--- config.mk ---
export PLATFORM = sky130hd
export DESIGN_NAME = dec_result_stage
export DESIGN_NICKNAME = d
export VERILOG_FILES = /design/src/rtl/alsu_pkg.sv /design/src/rtl/dec_result_fifo2.sv /design/src/rtl/dec_result_stage.sv
export SDC_FILE = /design/constraint.sdc
export NUM_CORES = 1
export LEC_CHECK = 0
export BUFFER_PORTS_ARGS = -buffer_cell sky130_fd_sc_hd__buf_2
export CAP_MARGIN = 20
export CORE_ASPECT_RATIO = 0.75
export CORE_MARGIN = 2
export CORE_UTILIZATION = 52
export DETAILED_ROUTE_END_ITERATION = 6
export PLACE_DENSITY_LB_ADDON = 0.05
export SLEW_MARGIN = 5
export SYNTH_ARGS = -nofsm -noshare
export SYNTH_HDL_FRONTEND = slang
export SYNTH_SLANG_ARGS = --single-unit
--- constraint.sdc ---
create_clock -name clk -period 2.2 [get_ports clk]
set_clock_uncertainty 0.05 [all_clocks]
set_input_delay 0.11 -clock clk [delete_from_list [all_inputs] [get_ports clk]]
set_output_delay 0.11 -clock clk [all_outputs]
set_load 0.005 [all_outputs]
--- src/rtl/alsu_pkg.sv ---
// Shared ALSU definitions: operand width, result-FIFO occupancy states and
// the sign-magnitude result type.
package alsu_pkg;

   localparam int ALSU_DATA_W = 4;

   typedef enum logic [1:0] {
      EMPTY = 2'd0,
      ONE   = 2'd1,
      TWO   = 2'd2
   } occ_e;

   typedef struct packed {
      logic                   sign;
      logic [ALSU_DATA_W-1:0] mag;
   } sm_t;

endpackage

--- src/rtl/dec_result_fifo2.sv ---
// Generic two-entry register FIFO; status flags come only from registered
// occupancy, so the consumer's ready never reaches the producer combinationally.
module dec_result_fifo2
   import alsu_pkg::*;
#(
   parameter int W = 10
) (
   input  logic         clk,
   input  logic         rst_n,
   input  logic         push_i,
   input  logic [W-1:0] wdata_i,
   input  logic         pop_i,
   output logic [W-1:0] rdata_o,
   output logic         full_o,
   output logic         empty_o
);

   occ_e         state_q;
   logic [W-1:0] mem_q [2];
   logic         wr_ptr_q;
   logic         rd_ptr_q;
   logic         push_ok;
   logic         pop_ok;

   assign full_o  = (state_q == TWO);
   assign empty_o = (state_q == EMPTY);
   assign push_ok = push_i && !full_o;
   assign pop_ok  = pop_i && !empty_o;
   assign rdata_o = mem_q[rd_ptr_q];

   always_ff @(posedge clk) begin
      if (!rst_n) begin
         state_q  <= EMPTY;
         mem_q[0] <= '0;
         mem_q[1] <= '0;
         wr_ptr_q <= 1'b0;
         rd_ptr_q <= 1'b0;
      end else begin
         if (push_ok) begin
            mem_q[wr_ptr_q] <= wdata_i;
            wr_ptr_q        <= ~wr_ptr_q;
         end
         if (pop_ok) begin
            rd_ptr_q <= ~rd_ptr_q;
         end
         // Push+pop in ONE leaves occupancy unchanged; the tail slot becomes head.
         unique case (state_q)
            EMPTY:   if (push_ok) state_q <= ONE;
            ONE: begin
               if (push_ok && !pop_ok)      state_q <= TWO;
               else if (pop_ok && !push_ok) state_q <= EMPTY;
            end
            TWO:     if (pop_ok) state_q <= ONE;
            default: state_q <= EMPTY;
         endcase
      end
   end

endmodule

--- src/rtl/dec_result_stage.sv ---
// Output stage after the ALSU decrementer: packs A/B into sign-magnitude,
// buffers them in a 2-deep FIFO and keeps a saturating negative-result count.
module dec_result_stage
   import alsu_pkg::*;
#(
   parameter int DATA_W = ALSU_DATA_W,
   parameter int CNT_W  = 4
) (
   input  logic              clk,
   input  logic              rst_n,
   input  logic              in_valid,
   output logic              in_ready,
   input  logic [DATA_W-1:0] A_Dec,
   input  logic [DATA_W-1:0] B_Dec,
   input  logic              Negative_Sign_Flag_A,
   input  logic              Negative_Sign_Flag_B,
   output logic              out_valid,
   input  logic              out_ready,
   output logic [DATA_W:0]   out_A,
   output logic [DATA_W:0]   out_B,
   output logic [CNT_W-1:0]  neg_count,
   input  logic              neg_count_clr
);

   // A zero magnitude is always reported as positive.
   function automatic logic [DATA_W:0] pack_sm(input logic [DATA_W-1:0] mag,
                                               input logic              neg);
      return {neg && (mag != '0), mag};
   endfunction

   function automatic logic [CNT_W-1:0] sat_add(input logic [CNT_W-1:0] cnt,
                                                input logic [1:0]       inc);
      logic [CNT_W:0] sum;
      sum = {1'b0, cnt} + (CNT_W+1)'(inc);
      return sum[CNT_W] ? '1 : sum[CNT_W-1:0];
   endfunction

   logic [DATA_W:0]     pack_a;
   logic [DATA_W:0]     pack_b;
   logic [2*DATA_W+1:0] head;
   logic                push;
   logic                pop;
   logic                full;
   logic                empty;
   logic [1:0]          neg_inc;
   logic [CNT_W-1:0]    neg_count_q;
   logic [CNT_W-1:0]    neg_count_d;

   assign pack_a    = pack_sm(A_Dec, Negative_Sign_Flag_A);
   assign pack_b    = pack_sm(B_Dec, Negative_Sign_Flag_B);
   assign in_ready  = !full;
   assign out_valid = !empty;
   assign push      = in_valid && in_ready;
   assign pop       = out_valid && out_ready;
   assign out_A     = head[2*DATA_W+1:DATA_W+1];
   assign out_B     = head[DATA_W:0];
   assign neg_count = neg_count_q;

   dec_result_fifo2 #(
      .W(2*DATA_W+2)
   ) u_fifo (
      .clk    (clk),
      .rst_n  (rst_n),
      .push_i (push),
      .wdata_i({pack_a, pack_b}),
      .pop_i  (pop),
      .rdata_o(head),
      .full_o (full),
      .empty_o(empty)
   );

   assign neg_inc = {1'b0, pack_a[DATA_W]} + {1'b0, pack_b[DATA_W]};

   always_comb begin
      neg_count_d = neg_count_q;
      if (neg_count_clr)  neg_count_d = '0;
      else if (push)      neg_count_d = sat_add(neg_count_q, neg_inc);
   end

   always_ff @(posedge clk) begin
      if (!rst_n) neg_count_q <= '0;
      else        neg_count_q <= neg_count_d;
   end

endmodule

# [Word level (Yosys, flattened, before mapping)]
# Memory sizes are Yosys's and may differ from the RTL's. A register that Yosys moved wholly into a read port is not among the register bits.
# Cells that the tools add are included.
[word_totals] wordCells=48 n_memories=1 reg_bits=8 ram_bits=20
[op_classes] bitwise=3 reduce_logical=18 n_eq_ne=5 mux=15 add_sub_neg=2
[mem_list] memory="u_fifo.mem_q" depth=2 word_bits=10 rd=1 rd_clocked_by_memory_dff=1 wr=2 line="dec_result_fifo2.sv:19" text="logic [W-1:0] mem_q [2];"
[ops] operator="10-bit 2-to-1 mux" n=1
[ops] operator="10-bit OR reduction" n=1
[ops] operator="1-bit logical AND" n=8
[ops] operator="1-bit 2-to-1 mux" n=8
[ops] operator="2-bit 2-to-1 mux" n=4
[ops] operator="4-bit nonzero test" n=2
[ops] operator="2-bit case mux with 3 select lines" n=1
[ops] operator="4-bit by 2-bit adder with 5-bit output" n=1
[ops] operator="1-bit zero test" n=4
[ops] operator="4-bit 2-to-1 mux" n=1
[ops] operator="2-bit != test, second input constant" n=2
[ops] operator="3-bit by 1-bit != test with 1-bit output, second input constant" n=1
[ops] operator="1-bit inverter" n=3
[ops] operator="3-bit AND reduction" n=1
[ops] operator="1-bit by 1-bit adder with 2-bit output" n=1
[ops] operator="2-bit by 1-bit == test with 1-bit output, second input constant" n=1
[ops] operator="2-bit == test, second input constant" n=1
[ops] operator="2-bit zero test" n=1
[ops] operator="2-bit OR reduction" n=1

# [Longest topological paths before layout]
[logic_depth] ltp_word=9 depth_mapped=7 ltp_nobuf=7

# [Hierarchy]
# From an unflattened synthesis, not the netlist that was laid out.
[unflattened] cells_unflattened=118 hier_area_um2=1383.8
[modules_own_cells] module="dec_result_fifo2" instances=1 cells_each=92 area_each_um2=1098.6
[modules_own_cells] module="dec_result_stage" instances=1 cells_each=26 area_each_um2=285.3

# [Least setup slack after synthesis]
# Ideal clock, no wire load.
[synth_timing] path_kind="in2reg" start="input port A_Dec[1]" end="register neg_count_q[0] (netlist: neg_count[0])" setup_ns=0.119 slack_ns=0.304 t_arrival_ns=1.727 cell_stages=7 n_path_buf=0 t_required_ns=2.031 cell_sequence="o41ai_1 inv_1 fa_1 ha_1 nand3_1 nand3_1 o221a_2"
[synth_between] elab_chain_len=5
[synth_rtl] element="start: declaration" line="dec_result_stage.sv:13" text="input logic [DATA_W-1:0] A_Dec,"
[synth_rtl] element="4-bit nonzero test" line="dec_result_stage.sv:28" text="return {neg && (mag != '0), mag};"
[synth_rtl] element="1-bit logical AND" line="dec_result_stage.sv:28"
[synth_rtl] element="via pack_a[4]" line="dec_result_stage.sv:38" text="logic [DATA_W:0] pack_a;"
[synth_rtl] element="1-bit by 1-bit adder with 2-bit output" line="dec_result_stage.sv:72" text="assign neg_inc = {1'b0, pack_a[DATA_W]} + {1'b0, pack_b[DATA_W]};"
[synth_rtl] element="4-bit by 2-bit adder with 5-bit output" line="dec_result_stage.sv:34" text="sum = {1'b0, cnt} + (CNT_W+1)'(inc);"
[synth_rtl] element="4-bit 2-to-1 mux" line="dec_result_stage.sv:35" text="return sum[CNT_W] ? '1 : sum[CNT_W-1:0];"
[synth_rtl] element="end signal: assignment" line="dec_result_stage.sv:82" text="else neg_count_q <= neg_count_d;"
[synth_rtl] element="end: declaration" line="dec_result_stage.sv:46" text="logic [CNT_W-1:0] neg_count_q;"
# The timed path passes the listed nets, and every way through them passes these cells.
# A chain may end at the register's enable or synchronous reset.

# [Final worst setup path]
[layout_timing] start="input port A_Dec[1]" end="register neg_count_q[3] (netlist: neg_count[3])"
# Same word-level chain as after synthesis.

==> out/qor.csv <==
stage,metric,value,unit
outcome,outcome,completed,
drt,Detailed Routing Iterations Pass 1,4,
synth,Yosys cell types,35,
floorplanning,die area,0.00304,mm^2
drt,First DRT Iteration DRCs,18,
setup_path,worst path required time,2.35,ns
synth,commonest cells in the netlist,"edfxtp_1, and2_1, mux2_2",
sta,TNS Setup,0,ns
sta,Tcrit/Tclk final,0.788,
drt,total number of vias,943,
setup_path,worst r2r dst,u_fifo.mem_q[1][6]$_SDFFCE_PN0P_,
sta,Max Clock Freq,577,MHz
clocking,# clock sinks,29,
cells_and_area,share of cells above drive strength 1,0.411,
sta,Fin Hold WS,0.0285,ns
cells_and_area,Area Growth Syn to Fin,20.4,%
clocking,H-tree level count,2,
hold_path,Hold Path Cell Cnt,3,
floorplanning,Rows,16,
sta,final hold vios,0,
synth,Mean Syn Cell Area,12.7,um^2
clocking,CTS tree,yes,
power_and_ir_drop,total power,1.16,mW
hold_path,Hold WC Path Type,in -> reg,
clocking,"CTS clk-pin slew, worst paths",0.09,ns
power_and_ir_drop,sequential power share,0.554,
sta,RSZ-0062 raised after global routing,no,
drt,post-route ant nets,0,
sta,"Slew Viols, Final",0,
setup_path,type of the worst setup path,in -> reg,
synth,Synth area leaders,"edfxtp_1, dfxtp_1, mux2_2, and2_1, nor2_1",
power_and_ir_drop,Static Leak,0.697,nW
synth,Post-Syn Instances,107,
floorplanning,initial core utilization,0.534,
drt,drt total wl,2570,um
synth,top-count cell post-synth,edfxtp_1,
synth,post-synthesis net count,124,
synth,area share of the largest cell type after synthesis,0.442,
floorplanning,I/O pin count,31,
drt,drt wl/cell,14.1,um
cells_and_area,Ant. Diodes,0,
hold_path,Hold EP,neg_count[0]$_SDFFE_PP0P_,
synth,"area leader, netlist",edfxtp_1,
run,max cap viols,0,
drt,DR DRC count,0,
sta,measured slew at the worst slew-check pin,0.481,ns
power_and_ir_drop,cell-internal power,0.884,mW
placed_design,Placed Cells,173,
clocking,Worst-Skew Late Latency,0.32,ns
synth,share of flip-flops with an asynchronous set or reset,0,
floorplanning,CORE AREA,0.00254,mm^2
setup_path,endpoint class of the critical path,flop,
grt,total global-route track usage,0.193,
synth,synth warn,0,
clocking,TritonCTS buffer count,5,
placed_design,post-DP HPWL,1850,um
setup_path,Reg-to-Reg Start,u_fifo.state_q[1]$_SDFFE_PN0P_,
power_and_ir_drop,pwr dens,710,mW/mm^2
floorplanning,Die H,48.3,um
drt,vias per std cell,5.18,
power_and_ir_drop,Sw Ratio,0.240,
cells_and_area,Final #Nets,162,
synth,"FF+latch count, synth",29,
grt,Overflow after GRT,0,
clocking,Clock Tree Root,clkbuf_4,
setup_path,startpoint types,primary input,
setup_path,crit path max fanout,4,
power_and_ir_drop,Peak VDD IR,0.398,mV
cells_and_area,non-filler cells in the finished layout,182,
grt,first-pass GRT wire length,4190,um
sta,post-layout minimum cycle time,1.73,ns
setup_path,data arrival time of the worst path,1.89,ns
synth,synthesized area,0.00136,mm^2
synth,sequential cell area fraction in the yosys report,0.575,
grt,initial antenna violation count,0,
grt,largest net degree at the start of global routing,11,
sta,# setup viols final,0,
power_and_ir_drop,Sw Pwr,0.278,mW
synth,"EDFF count, synth",20,
power_and_ir_drop,clock network fraction of design power,0.317,
power_and_ir_drop,Comb power frac,0.129,
sta,Slew HR,0.678,
clocking,maximum root-to-sink buffer count,2,
clocking,post-CTS sizing,0,
placed_design,number of port buffers,30,
cells_and_area,fillers,214,
floorplanning,die span in x,63.0,um
setup_path,R2R depth,4,
synth,top_reg_cell synth,edfxtp_1,
setup_path,slack of the worst reg-to-reg path,0.50,ns
hold_path,min-delay src,neg_count_clr,
placed_design,GP Congestion,0.808,
grt,vias in the first global route,886,
==> metal layers <==
metal  track usage  up-vias  wire (um)
met5             0        -          0
met4        0.0533        0         17
met3        0.0762        3        141
met2         0.298       28       1130
met1         0.261      432       1280
li1              -      480          -
==> registers in the layout (all words and copies together), names as in the netlist, named ones only <==
signal,cells
u_fifo.mem_q,20
neg_count,4
u_fifo.state_q,2
u_fifo.rd_ptr_q,1
u_fifo.wr_ptr_q,1
==> how the worst max path moves through the flow <==
stage	from	endpoint	slack [ns]	cells past startpoint
2_1_floorplan	A_Dec[1]	neg_count[0]$_SDFFE_PP0P_	0.30	7
3_3_place_gp	B_Dec[1]	neg_count[0]$_SDFFE_PP0P_	0.17	9
3_5_place_dp	A_Dec[1]	neg_count[3]$_SDFFE_PP0P_	0.15	8
4_1_cts	A_Dec[1]	neg_count[3]$_SDFFE_PP0P_	0.48	8
5_1_grt	u_fifo.state_q[1]$_SDFFE_PN0P_	u_fifo.mem_q[1][5]$_SDFFCE_PN0P_	0.32	4
6_report	A_Dec[1]	neg_count[3]$_SDFFE_PP0P_	0.47	8
==> power by group through the flow <==
stage	clock (mW)	combinational, mW	sequential [mW]
global route	0.400	0.169	0.649
finish	0.369	0.150	0.644
CTS	0.374	0.151	0.645
global placement	0	0.146	0.654
floorplan	0	0.0948	0.645
detailed placement	0	0.149	0.657
==> cell type report <==
cell class / instances / area, um^2 / share of cell area
sequential: 29 / 781 / 0.477
multi-input combinational: 71 / 544 / 0.333
timing repair buffer: 33 / 175 / 0.107
clock buffer: 7 / 65.1 / 0.0398
tap: 36 / 45.0 / 0.0275
inverter: 5 / 21.3 / 0.0130
clock inverter: 1 / 5.00 / 0.00306
==> stage by stage <==
step,utilization,instance area (um^2),worst slack [ns]
6_report,0.644,1640,0.466
5_1_grt,0.644,1640,0.319
4_1_cts,0.644,1640,0.478
3_5_place_dp,0.612,1560,0.149
3_3_place_gp,0.612,1560,0.168
2_1_floorplan,-,1360,0.304
==> placed cells by master (no fill, tap or decap), drive strengths merged, types with 2 or more instances in the layout <==
cell and n:
edfxtp 20, o41ai 2, a21oi 2, a211oi 3, a31oi 2, clkbuf 7
inv 5, o221a 2, nand3 2, dfxtp 9, or2b 2, o21ai 2
nand2 3, mux2 10, and2 16, buf 32, nor2 9
==> repair_timing <==
item	in CTS	in global routing
endpoints found under the hold margin	1	0
hold buffers	1	0
setup buffers	0	0
==> cells by family after synthesis <==
group                    count (synthesis)  synth area share
AO/OA/AOI/OAI                           14            0.0764
adder cells (fa/ha/maj)                  2            0.0239
XOR/XNOR                                 1           0.00645
flip-flops                              29             0.575
buffers and inverters                    7            0.0249
AND/OR/NAND/NOR                         43             0.204
multiplexers                            11            0.0902
==> worst max-delay path: stages <==
cell      delay (ns)
buf_2           0.11
o41ai_1         0.35
buf_4           0.18
inv_1           0.05
fa_1            0.40
ha_1            0.23
nor4b_1         0.34
a211oi_1        0.12
No activity file was read; power rests on OpenSTA's default activity.
